## config.mk

```make
export PLATFORM = sky130hd
export DESIGN_NAME = spi_accel_burst_reader_flat
export DESIGN_NICKNAME = d
export VERILOG_FILES = /design/src/rtl/spi_accel_burst_reader_if.sv /design/src/rtl/spi_accel_burst_reader.sv /design/src/flat_wrapper.sv
export SDC_FILE = /design/constraint.sdc
export NUM_CORES = 1
export LEC_CHECK = 0
export CORE_ASPECT_RATIO = 0.5
export CORE_MARGIN = 2
export CORE_UTILIZATION = 30
export DETAILED_ROUTE_END_ITERATION = 8
export SETUP_SLACK_MARGIN = 0.5
export SLEW_MARGIN = 20
export SYNTH_ARGS = -nofsm -noshare
export SYNTH_HDL_FRONTEND = slang
export SYNTH_SLANG_ARGS = --single-unit
```

## constraint.sdc

```tcl
create_clock -name clk -period 3.5 [get_ports clk]
set_input_delay 0.7 -clock clk [delete_from_list [all_inputs] [get_ports clk]]
set_output_delay 0.7 -clock clk [all_outputs]
set_load 0.05 [all_outputs]
```

## src/rtl/spi_accel_burst_reader_if.sv

```systemverilog
// ---------------------------------------------------------------------------
// spi_accel_burst_reader_if
// Bundles the accelerometer SPI pins and the sample-publish bus of
// spi_accel_burst_reader.
//   enable     : run control into the reader
//   MISO       : serial data from sensor
//   SCLK/MOSI/CS : SPI mode 0 pins driven by the reader
//   busy       : burst (or inter-burst gap) in progress
//   axis_data  : NUM_AXES sign-extended samples, axis k at [k*OUT_WIDTH +: OUT_WIDTH]
//   data_valid : one-clk strobe when axis_data updates
// The "master" modport is the reader (SPI master) side; "slave" is the
// sensor/consumer side.
// ---------------------------------------------------------------------------
interface spi_accel_burst_reader_if #(
    parameter int NUM_AXES  = 3,
    parameter int OUT_WIDTH = 16
);
    logic                          enable;
    logic                          MISO;
    logic                          SCLK;
    logic                          MOSI;
    logic                          CS;
    logic                          busy;
    logic [NUM_AXES*OUT_WIDTH-1:0] axis_data;
    logic                          data_valid;

    modport master (
        input  enable, MISO,
        output SCLK, MOSI, CS, busy, axis_data, data_valid
    );

    modport slave (
        output enable, MISO,
        input  SCLK, MOSI, CS, busy, axis_data, data_valid
    );
endinterface

```

## src/rtl/spi_accel_burst_reader.sv

```systemverilog
// ---------------------------------------------------------------------------
// spi_accel_burst_reader
// SPI mode-0 master that periodically burst-reads NUM_AXES consecutive
// little-endian 16-bit axis registers in one CS-low transaction, reduces each
// word to SAMPLE_WIDTH bits, sign-extends to OUT_WIDTH and publishes the whole
// set atomically with a one-clk data_valid strobe.
// Ports:
//   clk    : system clock, rising edge
//   resetn : asynchronous active-low reset
//   bus    : spi_accel_burst_reader_if.master (enable, MISO, SCLK, MOSI, CS,
//            busy, axis_data, data_valid)
// Burst period with enable held: 1 + CLK_DIV*(2 + 2N) + GAP_CYCLES clks,
// N = 16 + 16*NUM_AXES.
// ---------------------------------------------------------------------------
module spi_accel_burst_reader #(
    parameter int         CLK_DIV      = 32,
    parameter int         NUM_AXES     = 3,
    parameter logic [7:0] READ_CMD     = 8'h0B,
    parameter logic [7:0] START_ADDR   = 8'h0E,
    parameter int         SAMPLE_WIDTH = 12,
    parameter int         OUT_WIDTH    = 16,
    parameter int         GAP_CYCLES   = 64
) (
    input logic                      clk,
    input logic                      resetn,
    spi_accel_burst_reader_if.master bus
);

    typedef enum logic [2:0] {IDLE, SETUP, SHIFT, HOLD, GAP} state_e;

    localparam int N_BITS  = 16 + 16 * NUM_AXES;
    localparam int BIT_W   = $clog2(N_BITS);
    localparam int CNT_MAX = (CLK_DIV > GAP_CYCLES) ? CLK_DIV : GAP_CYCLES;
    localparam int CNT_W   = $clog2(CNT_MAX + 1);
    localparam int SHAMT   = 16 - SAMPLE_WIDTH;

    localparam logic [CNT_W-1:0] DIV_LAST = CNT_W'(CLK_DIV - 1);
    localparam logic [CNT_W-1:0] GAP_LAST = CNT_W'(GAP_CYCLES - 1);
    localparam logic [BIT_W-1:0] BIT_LAST = BIT_W'(N_BITS - 1);
    localparam logic [15:0]      TX_WORD  = {READ_CMD, START_ADDR};

    state_e                               state_q, state_d;
    logic [CNT_W-1:0]                     cnt_q, cnt_d;
    logic [BIT_W-1:0]                     bit_q, bit_d;
    logic                                 sclk_q, sclk_d;
    logic                                 cs_q, cs_d;
    logic                                 mosi_q, mosi_d;
    logic                                 busy_q, busy_d;
    logic                                 data_valid_q, data_valid_d;
    logic [7:0]                           rx_q, rx_d;
    logic [7:0]                           lo_q, lo_d;
    logic [NUM_AXES-1:0][OUT_WIDTH-1:0]   shadow_q, shadow_d;
    logic [NUM_AXES-1:0][OUT_WIDTH-1:0]   axis_data_q, axis_data_d;

    logic [7:0]       rx_next;
    logic             samp_en;
    logic [BIT_W-1:0] samp_bit;

    // Command/address bits go out MSB first; everything after bit 15 is 0.
    function automatic logic tx_bit(input logic [BIT_W-1:0] b);
        logic [3:0] idx;
        idx = 4'd15 - b[3:0];
        return (b < BIT_W'(16)) ? TX_WORD[idx] : 1'b0;
    endfunction

    // Keep the low SAMPLE_WIDTH bits: shift them to the top, shift back
    // arithmetically, then widen with sign.
    function automatic logic [OUT_WIDTH-1:0] sext(input logic [15:0] w);
        logic signed [15:0] t;
        t = $signed(w << SHAMT) >>> SHAMT;
        return OUT_WIDTH'(t);
    endfunction

    always_comb begin
        state_d      = state_q;
        cnt_d        = cnt_q;
        bit_d        = bit_q;
        sclk_d       = sclk_q;
        cs_d         = cs_q;
        mosi_d       = mosi_q;
        busy_d       = busy_q;
        data_valid_d = 1'b0;
        rx_d         = rx_q;
        lo_d         = lo_q;
        shadow_d     = shadow_q;
        axis_data_d  = axis_data_q;
        rx_next      = {rx_q[6:0], bus.MISO};
        samp_en      = 1'b0;
        samp_bit     = bit_q;

        case (state_q)
            IDLE: begin
                if (bus.enable) begin
                    state_d = SETUP;
                    cs_d    = 1'b0;
                    busy_d  = 1'b1;
                    mosi_d  = TX_WORD[15];
                    cnt_d   = '0;
                    bit_d   = '0;
                end
            end
            SETUP: begin
                if (cnt_q == DIV_LAST) begin
                    state_d  = SHIFT;
                    cnt_d    = '0;
                    sclk_d   = 1'b1;
                    samp_en  = 1'b1;
                    samp_bit = '0;
                end else begin
                    cnt_d = cnt_q + 1'b1;
                end
            end
            SHIFT: begin
                if (cnt_q == DIV_LAST) begin
                    cnt_d = '0;
                    if (sclk_q) begin
                        // falling edge: present the next MOSI bit
                        sclk_d = 1'b0;
                        mosi_d = (bit_q == BIT_LAST) ? 1'b0 : tx_bit(bit_q + 1'b1);
                    end else if (bit_q == BIT_LAST) begin
                        state_d = HOLD;
                    end else begin
                        // rising edge: sample MISO for the new bit
                        sclk_d   = 1'b1;
                        bit_d    = bit_q + 1'b1;
                        samp_en  = 1'b1;
                        samp_bit = bit_q + 1'b1;
                    end
                end else begin
                    cnt_d = cnt_q + 1'b1;
                end
            end
            HOLD: begin
                if (cnt_q == DIV_LAST) begin
                    state_d      = GAP;
                    cnt_d        = '0;
                    cs_d         = 1'b1;
                    mosi_d       = 1'b0;
                    data_valid_d = 1'b1;
                    axis_data_d  = shadow_q;
                end else begin
                    cnt_d = cnt_q + 1'b1;
                end
            end
            GAP: begin
                if (cnt_q == GAP_LAST) begin
                    state_d = IDLE;
                    cnt_d   = '0;
                    busy_d  = 1'b0;
                end else begin
                    cnt_d = cnt_q + 1'b1;
                end
            end
            default: state_d = IDLE;
        endcase

        // Byte boundaries: even data byte is an axis low byte (parked in
        // lo), odd byte completes the word for axis (bit/16 - 1).
        if (samp_en) begin
            rx_d = rx_next;
            if (samp_bit[2:0] == 3'd7 && samp_bit >= BIT_W'(16)) begin
                if (!samp_bit[3]) begin
                    lo_d = rx_next;
                end else begin
                    for (int k = 0; k < NUM_AXES; k++) begin
                        if (int'(samp_bit >> 4) - 1 == k)
                            shadow_d[k] = sext({rx_next, lo_q});
                    end
                end
            end
        end
    end

    always_ff @(posedge clk or negedge resetn) begin
        if (!resetn) begin
            state_q      <= IDLE;
            cnt_q        <= '0;
            bit_q        <= '0;
            sclk_q       <= 1'b0;
            cs_q         <= 1'b1;
            mosi_q       <= 1'b0;
            busy_q       <= 1'b0;
            data_valid_q <= 1'b0;
            rx_q         <= '0;
            lo_q         <= '0;
            shadow_q     <= '0;
            axis_data_q  <= '0;
        end else begin
            state_q      <= state_d;
            cnt_q        <= cnt_d;
            bit_q        <= bit_d;
            sclk_q       <= sclk_d;
            cs_q         <= cs_d;
            mosi_q       <= mosi_d;
            busy_q       <= busy_d;
            data_valid_q <= data_valid_d;
            rx_q         <= rx_d;
            lo_q         <= lo_d;
            shadow_q     <= shadow_d;
            axis_data_q  <= axis_data_d;
        end
    end

    assign bus.SCLK       = sclk_q;
    assign bus.MOSI       = mosi_q;
    assign bus.CS         = cs_q;
    assign bus.busy       = busy_q;
    assign bus.data_valid = data_valid_q;
    assign bus.axis_data  = axis_data_q;

endmodule

```

## src/flat_wrapper.sv

```systemverilog
// flat-port wrapper written by rule: the top's interface ports become plain ports
module spi_accel_burst_reader_flat 
#(
    parameter int         CLK_DIV      = 32,
    parameter int         NUM_AXES     = 3,
    parameter logic [7:0] READ_CMD     = 8'h0B,
    parameter logic [7:0] START_ADDR   = 8'h0E,
    parameter int         SAMPLE_WIDTH = 12,
    parameter int         OUT_WIDTH    = 16,
    parameter int         GAP_CYCLES   = 64
)
  (clk, resetn, bus_enable, bus_MISO, bus_SCLK, bus_MOSI, bus_CS, bus_busy, bus_axis_data, bus_data_valid);
  spi_accel_burst_reader_if #(.NUM_AXES(NUM_AXES), .OUT_WIDTH(OUT_WIDTH)) bus_i ();
  input logic clk;
  input logic resetn;
  input wire logic [$bits(bus_i.enable)-1:0] bus_enable;
  input wire logic [$bits(bus_i.MISO)-1:0] bus_MISO;
  output wire logic [$bits(bus_i.SCLK)-1:0] bus_SCLK;
  output wire logic [$bits(bus_i.MOSI)-1:0] bus_MOSI;
  output wire logic [$bits(bus_i.CS)-1:0] bus_CS;
  output wire logic [$bits(bus_i.busy)-1:0] bus_busy;
  output wire logic [$bits(bus_i.axis_data)-1:0] bus_axis_data;
  output wire logic [$bits(bus_i.data_valid)-1:0] bus_data_valid;
  assign bus_i.enable = bus_enable;
  assign bus_i.MISO = bus_MISO;
  assign bus_SCLK = bus_i.SCLK;
  assign bus_MOSI = bus_i.MOSI;
  assign bus_CS = bus_i.CS;
  assign bus_busy = bus_i.busy;
  assign bus_axis_data = bus_i.axis_data;
  assign bus_data_valid = bus_i.data_valid;
  spi_accel_burst_reader #(.CLK_DIV(CLK_DIV), .NUM_AXES(NUM_AXES), .READ_CMD(READ_CMD), .START_ADDR(START_ADDR), .SAMPLE_WIDTH(SAMPLE_WIDTH), .OUT_WIDTH(OUT_WIDTH), .GAP_CYCLES(GAP_CYCLES)) u_core (.clk(clk), .resetn(resetn), .bus(bus_i));
endmodule
```

==> Yosys cells after proc, flatten, opt, wreduce, memory -nomap -nowiden <==
Memories as Yosys holds them, arrays and structs flattened.
Cells that the tools add are included.
{ "totals": {"elab_cells": 105, "output_inout_bits": 53, "n_memories": 1, "ff_bits": 108, "rom_bits": 16, "input_bits": 4} }
{ "classes": {"n_bitwise": 1, "reduce_logical": 22, "n_lt_le_gt_ge": 3, "muxes": 40, "add_sub_neg": 4, "n_eq_ne": 18} }
{ "memory_table": {"columns": ["memory", "words", "word_bits", "rd", "rd_clocked_by_memory_dff", "wr", "line", "source"], "rows": [
  ["(name not given)", 16, 1, 1, 0, 0, "spi_accel_burst_reader.sv:63", "return (b < BIT_W'(16)) ? TX_WORD[idx] : 1'b0;"]
]} }
{ "ops": {"columns": ["op", "n"], "rows": [
  ["$eq A32 B2 Y1 const B", 1],
  ["$eq A32 B3 Y1 const B", 1],
  ["$logic_not A32 Y1", 1],
  ["$mux W6", 5],
  ["$pmux W6 S2", 2],
  ["$mux W3", 7],
  ["$mux W7", 3],
  ["$pmux W7 S3", 1],
  ["$mux W1", 16],
  ["$pmux W3 S5", 1],
  ["$ne A2 B1 Y1 const B", 6],
  ["$reduce_and A3 Y1", 4],
  ["$reduce_and A4 Y1", 3],
  ["$pmux W1 S2", 4],
  ["$reduce_bool A2 Y1", 4],
  ["$add A7 B1 Y7 const B", 1],
  ["$eq A7 B5 Y1 const B", 1],
  ["$eq A7 B6 Y1 const B", 1],
  ["$reduce_and A7 Y1", 1],
  ["$add A6 B1 Y6 const B", 1],
  ["$eq A3 B2 Y1 const B", 2],
  ["$eq A3 B3 Y1 const B", 2],
  ["$eq A6 B6 Y1 const B", 1],
  ["$ge A6 B5 Y1 const B", 1],
  ["14 further kinds", 18]
]} }

==> Logic depth before layout (Yosys ltp) <==
Gate-level depths: netlist (run 1).
{ "depth": {"depth_word": 9, "depth_mapped": 9} }

==> Worst setup path before layout (run 1) <==
OpenSTA, ideal clock, no wires.
{ "synth_path": {"path_type": "register to register", "start": "reg u_core.sclk_q (netlist: u_core.bus.SCLK)", "end": "reg u_core.shadow_q[8] (netlist bit)", "arrival_ns": 2.654, "stages_incl_launch_ff": 8, "setup_slack_ns": 0.721, "path_cell_list": "dfrtp_1 nand3b_1 nor2_1 a41oi_1 or3b_4 a2111oi_4 buf_4 mux2_2"} }
{ "synth_between": {"elab_chain_cells": 6, "word_cells_on_any_way": 12, "cone_classes": "add/sub: 1; order compare: 1; eq/ne: 1; mux: 6; reduce/logical: 3"} }
{ "synth_rtl": {"columns": ["element", "line", "source"], "rows": [
  ["start: declaration", "spi_accel_burst_reader.sv:45", "logic sclk_q, sclk_d;"],
  ["start signal: assignment", "spi_accel_burst_reader.sv:192", "sclk_q <= sclk_d;"],
  ["$mux W6", null, null],
  ["$mux W6", "spi_accel_burst_reader.sv:114", "if (cnt_q == DIV_LAST) begin"],
  ["$pmux W6 S2", "spi_accel_burst_reader.sv:91", "case (state_q)"],
  ["$sub A2 B1 Y3 (tied with other cells)", "spi_accel_burst_reader.sv:166", "if (int'(samp_bit >> 4) - 1 == k)"],
  ["$logic_not A32 Y1 or $logic_and A1 B1 Y1 (tied branches)", "spi_accel_burst_reader.sv:166, spi_accel_burst_reader.sv:161", null],
  ["$reduce_and A4 Y1 (no source line) *", null, null],
  ["end signal: assignment", "spi_accel_burst_reader.sv:199", "shadow_q <= shadow_d;"],
  ["end: declaration", "spi_accel_burst_reader.sv:52", "logic [NUM_AXES-1:0][OUT_WIDTH-1:0] shadow_q, shadow_d;"]
]} }
Every way passes the cells marked *; elsewhere a longest branch is shown, timed or not.
A chain may end at the register's enable or synchronous reset.

==> Worst setup path after layout (run 1) <==
{ "layout_path": {"start": "reg u_core.cnt_q[1]", "end": "reg u_core.shadow_q[0] (netlist bit)"} }
{ "layout_between": {"elab_chain_cells": 6, "word_cells_on_any_way": 13, "cone_classes": "add/sub: 1; order compare: 1; eq/ne: 2; mux: 6; reduce/logical: 3"} }
{ "layout_rtl": {"columns": ["element", "line", "source"], "rows": [
  ["start: declaration", "spi_accel_burst_reader.sv:43", "logic [CNT_W-1:0] cnt_q, cnt_d;"],
  ["start signal: assignment", "spi_accel_burst_reader.sv:190", "cnt_q <= cnt_d;"],
  ["$eq A7 B5 Y1 *", "spi_accel_burst_reader.sv:103, spi_accel_burst_reader.sv:114", null],
  ["$mux W6, on equally long branches", "spi_accel_burst_reader.sv:114, spi_accel_burst_reader.sv:103", null],
  ["$pmux W6 S2", "spi_accel_burst_reader.sv:91", null],
  ["$sub A2 B1 Y3 (tied with other cells)", "spi_accel_burst_reader.sv:166", null],
  ["$logic_not A32 Y1 or $logic_and A1 B1 Y1 (tied branches)", "spi_accel_burst_reader.sv:166, spi_accel_burst_reader.sv:161", null],
  ["$reduce_and A4 Y1 (no source line) *", null, null]
]} }
Marks and branches as above.

==> results of run 1 <==
-- power by group through the flow --
stage / Clock [uW] / Sequential [uW] / Combinational (uW)
floorplan: 0 / 1470 / 318
global placement: 0 / 1470 / 457
detailed placement: 0 / 1480 / 466
CTS: 1100 / 1460 / 473
global route: 1160 / 1480 / 546
finish: 1070 / 1460 / 487
-- logic make-up (layout without fill, tap and decap cells) --
group	count (synthesis)	in the layout
AOI/OAI and AO/OA	61	61
xor gates and xnor gates	4	4
adders and majority gates	4	4
buffers and inverters	38	92
DFF	108	108
muxes	53	53
and+or+nand+nor	179	179
-- area by class of cell --
cell class,count,area [um^2]
flip-flops and latches,108,2700
multi-input cells,301,2060
clock buffers,9,225
clock inverters,7,96.3
repair buffers,69,681
well taps,227,284
inverters,7,26.3
fillers,1609,10100
-- registers in the layout (all words and copies together), names as in the netlist --
name / flops
u_core.bus.axis_data: 36
u_core.shadow_q: 36
u_core.lo_q: 8
u_core.cnt_q: 7
u_core.rx_q: 7
u_core.bit_q: 6
u_core.state_q: 3
u_core.bus.CS: 1
u_core.bus.MOSI: 1
u_core.bus.SCLK: 1
u_core.bus.busy: 1
u_core.bus.data_valid: 1
-- worst max-delay path, cell delays in order (launching register included) --
cell and delay (ns):
dfrtp_1 0.39, ha_2 0.27, nand3b_1 0.17, nor2_2 0.29
a41oi_1 0.21, or3b_4 0.48, a2111oi_4 0.32, buf_4 0.26
mux2_2 0.35
-- worst paths after layout --
| path | endpoint | slack [ns] | cells past startpoint |
|---|---|---|---|
| worst max register to register | u_core.shadow_q[0] | 0.65 | 8 |
| worst max-delay path | u_core.shadow_q[0] | 0.65 | 8 |
| min in group clk | u_core.bus.axis_data[9] | 0.47 | 2 |
| worst min-delay path | u_core.bus.axis_data[6] | 0.39 | 1 |
| max in group asynchronous | u_core.bus.CS | 2.34 | 2 |
| worst min register to register | u_core.bus.axis_data[9] | 0.47 | 2 |
-- routing by layer --
| layer | vias up | part of all wire, % | track usage, % |
|---|---|---|---|
| met4 | 0 | 1.1 | 4.50 |
| li1 | 1629 | - | - |
| met3 | 11 | 3.5 | 3.59 |
| met5 | - | 0 | 0 |
| met1 | 1682 | 49 | 17.3 |
| met2 | 60 | 46 | 20.9 |
-- what timing repair did --
action / 4_1_cts / 5_1_grt
setup buffers: 3 / 2
endpoints found under the setup margin: 44 / 44
pin swaps: 3 / 1
resized for setup: 6 / 5
endpoints found under the hold margin: 0 / 0
-- layout by cell type (no fill, tap or decap), types with 3 or more instances in the layout --
| cell | synthesis | final |
|---|---|---|
| a21o_1 | 4 | 4 |
| nand4_1 | 3 | 3 |
| nand3_1 | 7 | 7 |
| o211ai_1 | 3 | 3 |
| ha_1 | 4 | 3 |
| a31oi_1 | 3 | 3 |
| mux2_2 | 32 | 32 |
| and3_1 | 4 | 4 |
| inv_1 | 6 | 6 |
| buf_4 | 13 | 12 |
| dfrtp_1 | 107 | 107 |
| xnor2_1 | 4 | 4 |
| o31ai_1 | 3 | 3 |
| nor2_1 | 18 | 16 |
| clkdlybuf4s50_1 | 0 | 55 |
| mux2_4 | 20 | 20 |
| clkbuf_16 | 0 | 9 |
| a41oi_1 | 3 | 3 |
| o21ai_0 | 11 | 11 |
| nand2_1 | 128 | 128 |
| a21oi_1 | 13 | 13 |
-- per-stage QoR --
step | setup WS, ns | utilization [%] | hold WS, ns
finish | 0.651 | 37.5 | 0.388
global route | 0.519 | 37.5 | 0.439
CTS | 0.520 | 37.2 | 0.412
detailed placement | 0.280 | 34.8 | 0.458
global placement | 0.344 | 34.8 | 0.452
floorplan | 0.721 | - | 0.404
==> flow_summary_export.csv, run 1 <==
group,metric,value,unit
timing,setup_viol,0,
worst_setup_path,cp_data_arrival_time,3.08,ns
global_routing,gr-total-overflow,0,
hold_path,hold_path_class,"primary input to asynchronous set/reset pin",
power,seqPwrFrac,48.5,%
clock_tree,postCtsHoldBufs,0,
worst_setup_path,worst-path-max-fanout,12,
finish,num_antenna_cells,0,
logic_synthesis,synth_ff_type,"dfrtp_1",
floorplanning,dieArea,17500,um^2
logic_synthesis,yosysTopAreaCell,"dfrtp_1",
power,finalPower,3020,uW
worst_setup_path,start_kind,"flip-flop",
worst_setup_path,critPathKind,"flip-flop to flip-flop",
power,power_density,496,nW/um^2
finish,stdcell_area,6080,um^2
floorplanning,design.core.area,16200,um^2
global_routing,grt_use_total,13.1,%
routing,postRouteWirelength,10600,um
worst_setup_path,reg2reg_from,"u_core.cnt_q[1]",
clock_tree,clk_path_buf_depth,2,
floorplanning,rows,33,
finish,final_cells,728,
timing,finalCritPeriodShare,81.4,%
placed_design,dp_hpwl,7290,um
logic_synthesis,synth_simple_gate_area_share,15.9,%
logic_synthesis,synth_most_common_cell,"nand2_1",
logic_synthesis,synth_top_area_share,54.3,%
timing,tightest_slew,0.834,ns
logic_synthesis,synthMuxAreaShare,13.6,%
clock_tree,clockRootBuffer,"clkbuf_16",
logic_synthesis,synthCells,447,
floorplanning,start_util,30.4,%
power,p_clk_share,35.4,%
routing,drtAntennaViolNets,0,
routing,vias_per_cell,4.65,
placed_design,port-buffer-count,56,
logic_synthesis,yosysWarningCount,0,
power,comb_power_share,16.1,%
routing,wl_per_cell,14.5,um
floorplanning,boundaryPins,57,
logic_synthesis,synth_edf_count,0,
routing,dr.first_iter.drc_count,213,
power,leakage,0.00290,uW
job,drv_cap,0,
clock_tree,htreeDepth,3,
logic_synthesis,synth_fa_ha_area_share,1.01,%
floorplanning,die-height,94.7,um
floorplanning,die_w,185,um
power,p_sw_share,30.2,%
power,switchingPower,910,uW
clock_tree,clk_pin_slew_worst_paths,0.08,ns
logic_synthesis,synth_top_family_by_area,"simple AND/OR/NAND/NOR gates",
logic_synthesis,netlist_area,4930,um^2
routing,drtPass1Iterations,4,
placed_design,placed_cells,707,
routing,vias,3382,
logic_synthesis,synth-seq-cells,108,
power,power.internal,2110,uW
timing,relSlewSlack,43.7,%
clock_tree,numCtsBuffers,9,
clock_tree,tritoncts,"done",
timing,tns,0,ns
logic_synthesis,synth.distinct_cells,57,
logic_synthesis,async_flop_share,100,%
worst_setup_path,crit_path_end_kind,"flip-flop",
timing,min_period,2.85,ns
logic_synthesis,yosysSeqAreaShare,54.8,%
timing,hold_viol_final,0,
placed_design,routabilityCongestion,0.868,
logic_synthesis,synth_xor_area_share,0.710,%
clock_tree,cts_sinks,108,
global_routing,grt_pass1_vias,3387,
finish,drive_above_1_share,20.0,%
power,vdd_ir_drop_max,0.000249,V
timing,skew,0.0149,ns
logic_synthesis,syn_avg_cell_area,11.0,um^2
logic_synthesis,synthTopCellsByCount,"nand2_1 (128), dfrtp_1 (107), mux2_2 (32)",
run_status,outcome,"finished clean",
routing,drc,0,
logic_synthesis,synth_compound_area_share,9.54,%
worst_setup_path,critPathLaunch,"u_core.cnt_q[1]",
global_routing,grt_pass1_wl,17800,um
placed_design,place_area,5640,um^2
logic_synthesis,synthTopCellsByArea,"dfrtp_1 (54%), nand2_1 (9.7%), mux2_2 (7.3%)",
finish,nets,504,
finish,areaGrowthSynthToFinish,23.3,%
timing,maxSlewViolCount,0,
worst_setup_path,cp_data_required_time,3.73,ns
global_routing,grt_antenna_before_repair,0,
logic_synthesis,syn_nets,455,
global_routing,grt_max_degree,55,
timing,rsz0062_at_grt,"false",
timing,clock.fmax,351,MHz
clock_tree,clkLatencyLatePin,0.35,ns
(Power assumes the default switching activity.)
==> run 2, diff against run 1 <==
==> constraint.sdc (replaced) <==
create_clock -name clk -period 2.8 [get_ports clk]
set_input_delay 0.56 -clock clk [delete_from_list [all_inputs] [get_ports clk]]
set_output_delay 0.56 -clock clk [all_outputs]
set_load 0.05 [all_outputs]
==> run 2 against run 1 <==
Against the previous run:
- combinational power is 64% higher
- critical path depth is 1 higher
- via count is 4.6% higher
- register-to-register slack worse by 0.49 ns
- die area stayed put
- setup slack worse by 0.49 ns
- power is 31% higher
- global-route usage is 0.32 points higher
- critical endpoint is now u_core.shadow_q[1]
- largest power group unchanged
==> flow_summary_export.csv, run 2 (synthesis gave the netlist of run 1 again) <==
group,metric,value,unit
finish,seqCellArea,2710,um^2
floorplanning,die-height,94.7,um
routing,vias,3539,
power,power_density,606,nW/um^2
timing,relSlewSlack,51.4,%
finish,mostFrequentLayoutCells,"nand2_1 (127), dfrtp_1 (103), clkdlybuf4s50_1 (55), buf_4 (40), mux2_4 (30)",
finish,fillers,1544,
worst_setup_path,reg2reg_depth,9,
routing,postRouteWirelength,11400,um
finish,mostFrequentLayoutCell,"nand2_1",
timing,clock.fmax,378,MHz
power,vdd_ir_drop_max,0.000330,V
timing,tns,0,ns
finish,multi_input_area,2220,um^2
clock_tree,tritoncts,"done",
floorplanning,dieArea,17500,um^2
timing,setup_viol,0,
finish,nets,538,
finish,areaGrowthSynthToFinish,32.4,%
worst_setup_path,cp_data_required_time,3.04,ns
power,finalPower,3960,uW
clock_tree,cts_sinks,108,
timing,holdWs,0.260,ns
hold_path,hold_path_class,"primary input to asynchronous set/reset pin",
worst_setup_path,r2r_setup_slack,0.16,ns
timing,maxSlewViolCount,0,
power,p_sw_share,30.5,%
worst_setup_path,critPathKind,"flip-flop to flip-flop",
power,leakage,0.00308,uW
routing,drtPass1Iterations,4,
floorplanning,boundaryPins,57,
routing,drtAntennaViolNets,0,
power,p_clk_share,33.5,%
timing,rsz0062_at_grt,"true",
placed_design,routabilityCongestion,0.839,
routing,vias_per_cell,4.64,
clock_tree,clkLatencyLatePin,0.35,ns
timing,skew,0.0117,ns
clock_tree,numCtsBuffers,9,
worst_setup_path,crit_path_end_kind,"flip-flop",
floorplanning,die_w,185,um
routing,dr.first_iter.drc_count,194,
timing,finalCritPeriodShare,94.4,%
placed_design,dp_hpwl,7610,um
power,comb_power_share,20.2,%
finish,num_antenna_cells,0,
power,switchingPower,1200,uW
worst_setup_path,start_kind,"flip-flop",
global_routing,grt_max_degree,59,
timing,min_period,2.64,ns
timing,tightest_slew,0.729,ns
clock_tree,htreeDepth,3,
placed_design,port-buffer-count,56,
clock_tree,clk_path_buf_depth,2,
worst_setup_path,worst-path-max-fanout,6,
worst_setup_path,reg2reg_from,"u_core.bit_q[3]",
global_routing,grt_antenna_before_repair,0,
clock_tree,clk_pin_slew_worst_paths,0.08,ns
worst_setup_path,cp_data_arrival_time,2.88,ns
clock_tree,clockRootBuffer,"clkbuf_16",
global_routing,gr-total-overflow,0,
finish,drive_above_1_share,27.3,%
global_routing,grt_pass1_vias,3585,
timing,hold_viol_final,0,
run_status,outcome,"finished clean",
floorplanning,start_util,30.4,%
floorplanning,design.core.area,16200,um^2
power,seqPwrFrac,46.3,%
power,power.internal,2750,uW
global_routing,grt_pass1_wl,18400,um
job,drv_cap,0,
routing,drc,0,
worst_setup_path,timing.rr.end,"u_core.shadow_q[1]",
floorplanning,rows,33,
routing,wl_per_cell,14.9,um
global_routing,grt_use_total,13.4,%
-- run 2: cell count changes in the layout (fill, tap and decap cells not counted), sizes merged --
| cell | delta |
|---|---|
| clkinv | -1 |
| buf | +33 |
| clkbuf | +2 |
-- run 2: power groups by stage --
stage	Combinational (uW)	Sequential, uW	Clock (uW)
final	798	1830	1330
after global routing	894	1850	1420
after CTS	766	1810	1350
after detailed placement	701	1830	0
after global placement	686	1820	0
after floorplan	401	1840	0
-- run 2: routing by layer --
layer / GRT usage, % / wire length, um / vias to the layer above
met1: 17.3 / 5310 / 1783
met5: 0 / 0 / -
met4: 3.57 / 112 / 0
met3: 3.28 / 345 / 8
li1: - / - / 1691
met2: 22.8 / 5600 / 57
-- run 2: area by class of cell --
class	instances	share of cell area, %
repair buffers	103	15.0
multi-input cells	301	34.0
flip-flops and latches	108	41.5
inverters	7	0.441
clock inverters	6	1.26
well taps	227	4.35
clock buffers	10	3.51
-- run 2: worst max path at each step --
stage	start	to	slack [ns]	depth (start not counted)
final	u_core.bit_q[3]	u_core.shadow_q[1]	0.16	9
after global routing	u_core.cnt_q[0]	u_core.shadow_q[1]	0.05	10
after CTS	u_core.cnt_q[6]	u_core.lo_q[4]	0.22	8
after detailed placement	u_core.cnt_q[6]	u_core.lo_q[3]	0.04	8
after global placement	u_core.cnt_q[6]	u_core.lo_q[5]	0.1	8
after floorplan	u_core.cnt_q[5]	u_core.lo_q[0]	0.11	8
-- run 2: critical path, stage by stage (launching register included) --
cell       delay (ns)
dfrtp_1          0.45
and2_1           0.23
nand4_1          0.25
buf_4            0.18
a41oi_2          0.12
or3b_4           0.44
a2111oi_4        0.19
buf_4            0.19
clkbuf_16        0.15
mux2_2           0.32
-- run 2: repair_timing --
action	4_1_cts	5_1_grt
setup endpoints to repair	44	62
pin swaps	4	10
hold buffers	0	0
endpoints found under the hold margin	0	0
cloned	0	1
gates resized for setup	17	26
setup buffers	8	7
-- run 2: per-stage QoR --
| step | std cells | util, % | worst slack (ns) | cell area [um^2] |
|---|---|---|---|---|
| 5_1_grt | 762 | 40.3 | 0.0513 | 6530 |
| 2_1_floorplan | 447 | - | 0.106 | 4940 |
| 3_3_place_gp | 730 | 36.1 | 0.0991 | 5860 |
| 3_5_place_dp | 730 | 36.1 | 0.0366 | 5860 |
| 6_report | 762 | 40.3 | 0.158 | 6530 |
| 4_1_cts | 754 | 39.0 | 0.218 | 6330 |
==> run 3, diff against run 2 <==
--- a/config.mk
+++ b/config.mk
@@ -6,7 +6,7 @@
 export NUM_CORES = 1
 export LEC_CHECK = 0
 export CORE_ASPECT_RATIO = 0.5
-export CORE_MARGIN = 2
+export CORE_MARGIN = 4
 export CORE_UTILIZATION = 30
 export DETAILED_ROUTE_END_ITERATION = 8
 export SETUP_SLACK_MARGIN = 0.5
==> run 3 against run 2 <==
Against the previous run:
- first-iteration DRC count is 13% higher
- core utilization increased by 0.14 points
- clock skew is 0.0015 ns higher
- register-to-register slack improved by 0.02 ns
- worst hold slack lost 0.15 ns
- final cell count decreased by 2.2%
- largest cell class unchanged
- highest routed layer unchanged
==> flow_summary_export.csv, run 3 (synthesis gave the netlist of run 1 again) <==
group,metric,value,unit
clock_tree,numCtsBuffers,9,
worst_setup_path,reg2reg_from,"u_core.cnt_q[0]",
finish,fillers,1511,
finish,mostFrequentLayoutCells,"nand2_1 (127), dfrtp_1 (103), clkdlybuf4s50_1 (55), buf_4 (30), mux2_4 (29)",
global_routing,gr-total-overflow,0,
timing,tightest_slew,0.646,ns
timing,hold_viol_final,0,
floorplanning,start_util,31.3,%
routing,drtPass1Iterations,4,
clock_tree,clk_path_buf_depth,2,
power,seqPwrFrac,46.2,%
worst_setup_path,critPathKind,"flip-flop to flip-flop",
finish,num_antenna_cells,0,
placed_design,dp_hpwl,7620,um
routing,postRouteWirelength,11000,um
floorplanning,boundaryPins,57,
worst_setup_path,start_kind,"flip-flop",
power,power_density,617,nW/um^2
routing,m1WireLength,5270,um
finish,areaGrowthSynthToFinish,28.9,%
worst_setup_path,cp_cell_sequence,"ha_4, nand3b_1, nor2_4, a41oi_1, or3b_4, a2111oi_4, buf_12, mux2_2",
worst_setup_path,cp_data_required_time,3.04,ns
timing,skew,0.0132,ns
clock_tree,clockRootBuffer,"clkbuf_16",
power,switchingPower,1230,uW
worst_setup_path,worst-path-max-fanout,12,
worst_setup_path,slowest_delay,0.46,ns
timing,tns,0,ns
clock_tree,clkLatencyLatePin,0.36,ns
placed_design,port-buffer-count,56,
timing,rsz0062_at_grt,"true",
power,power.internal,2690,uW
floorplanning,die-height,98.7,um
timing,min_period,2.62,ns
global_routing,grt_use_total,12.3,%
global_routing,grt_pass1_vias,3612,
floorplanning,die_w,189,um
run_status,outcome,"finished clean",
clock_tree,postCtsHoldBufs,0,
job,drv_cap,0,
finish,drive_above_1_share,24.6,%
clock_tree,tritoncts,"done",
routing,vias,3502,
worst_setup_path,cp.buffers_inverters,1,
global_routing,grt_max_degree,57,
clock_tree,htreeDepth,3,
worst_setup_path,critPathLaunch,"u_core.cnt_q[0]",
power,finalPower,3920,uW
floorplanning,design.core.area,15700,um^2
routing,wl_per_cell,14.8,um
clock_tree,cts_sinks,108,
routing,dr.first_iter.drc_count,219,
worst_setup_path,crit_path_end_kind,"flip-flop",
placed_design,routabilityCongestion,0.863,
clock_tree,clk_pin_slew_worst_paths,0.08,ns
finish,mostFrequentLayoutCell,"nand2_1",
global_routing,grt_pass1_wl,18900,um
hold_path,hold_path_class,"primary input to asynchronous set/reset pin",
finish,multi_input_area,2130,um^2
timing,setup_viol,0,
timing,clock.fmax,381,MHz
timing,maxSlewViolCount,0,
power,p_sw_share,31.4,%
finish,seqCellArea,2710,um^2
timing,relSlewSlack,56.6,%
worst_setup_path,crit_slowest_cell,"or3b_4",
worst_setup_path,cp_data_arrival_time,2.87,ns
finish,nets,527,
power,leakage,0.00303,uW
routing,drtAntennaViolNets,0,
worst_setup_path,crit_family,"simple AND/OR/NAND/NOR gates",
global_routing,grt_antenna_before_repair,0,
power,p_clk_share,33.3,%
routing,dr_wl_met2,5170,um
power,vdd_ir_drop_max,0.000344,V
routing,dr_wl_met3,414,um
routing,drc,0,
floorplanning,dieArea,18700,um^2
routing,vias_per_cell,4.70,
power,comb_power_share,20.4,%
floorplanning,rows,32,
routing,top_layer,"met4",
timing,finalCritPeriodShare,93.7,%
run 3: through the flow:
stage	utilization [%]	hold slack, ns	instances	worst slack [ns]	cell area (um^2)
after CTS	40.2	0.109	743	0.190	6320
final	40.4	0.108	745	0.177	6360
after detailed placement	37.0	0.455	719	0.0208	5820
after global placement	37.0	0.451	719	0.0909	5820
after floorplan	-	0.264	447	0.106	4940
after global routing	40.4	0.120	745	0.0881	6360
run 3: timing repair:
action	4_1_cts	5_1_grt
endpoints found under the setup margin	44	46
pin swaps	0	6
setup buffers	7	2
cloned	1	0
gates resized for setup	26	5
run 3: cell type report:
class / count / area share [%]
Sequential cell: 108 / 42.6
Timing Repair Buffer: 92 / 14.2
Tap cell: 221 / 4.35
Clock buffer: 9 / 3.54
Inverter: 7 / 0.433
Clock inverter: 7 / 1.42
Multi-Input combinational cell: 301 / 33.5
run 3: final timing paths:
path / endpoint / slack (ns) / cells after the start
worst max-delay path: u_core.shadow_q[6] / 0.18 / 8
worst min-delay path: u_core.bus.axis_data[4] / 0.11 / 1
worst max register to register: u_core.shadow_q[6] / 0.18 / 8
worst min register to register: u_core.bus.axis_data[17] / 0.47 / 2
max in group asynchronous: u_core.bus.CS / 1.94 / 2
min in group clk: u_core.bus.axis_data[17] / 0.47 / 2
run 3: worst reg2reg max path: stages (launching register included):
cell and delay (ns):
dfrtp_1 0.40, ha_4 0.17, nand3b_1 0.20, nor2_4 0.24
a41oi_1 0.14, or3b_4 0.46, a2111oi_4 0.38, buf_12 0.20
mux2_2 0.34
run 3: power by group through the flow:
stage / logic [uW] / clock network [uW] / registers [uW]
floorplan: 401 / 0 / 1840
global route: 886 / 1420 / 1830
CTS: 780 / 1340 / 1800
detailed placement: 689 / 0 / 1830
finish: 801 / 1310 / 1810
global placement: 669 / 0 / 1820
run 3: per-layer routing:
layer / global-route usage [%] / vias to the layer above
met3: 3.40 / 12
met2: 20.2 / 53
met1: 16.5 / 1761
met4: 2.89 / 0
met5: 0 / -
li1: - / 1676
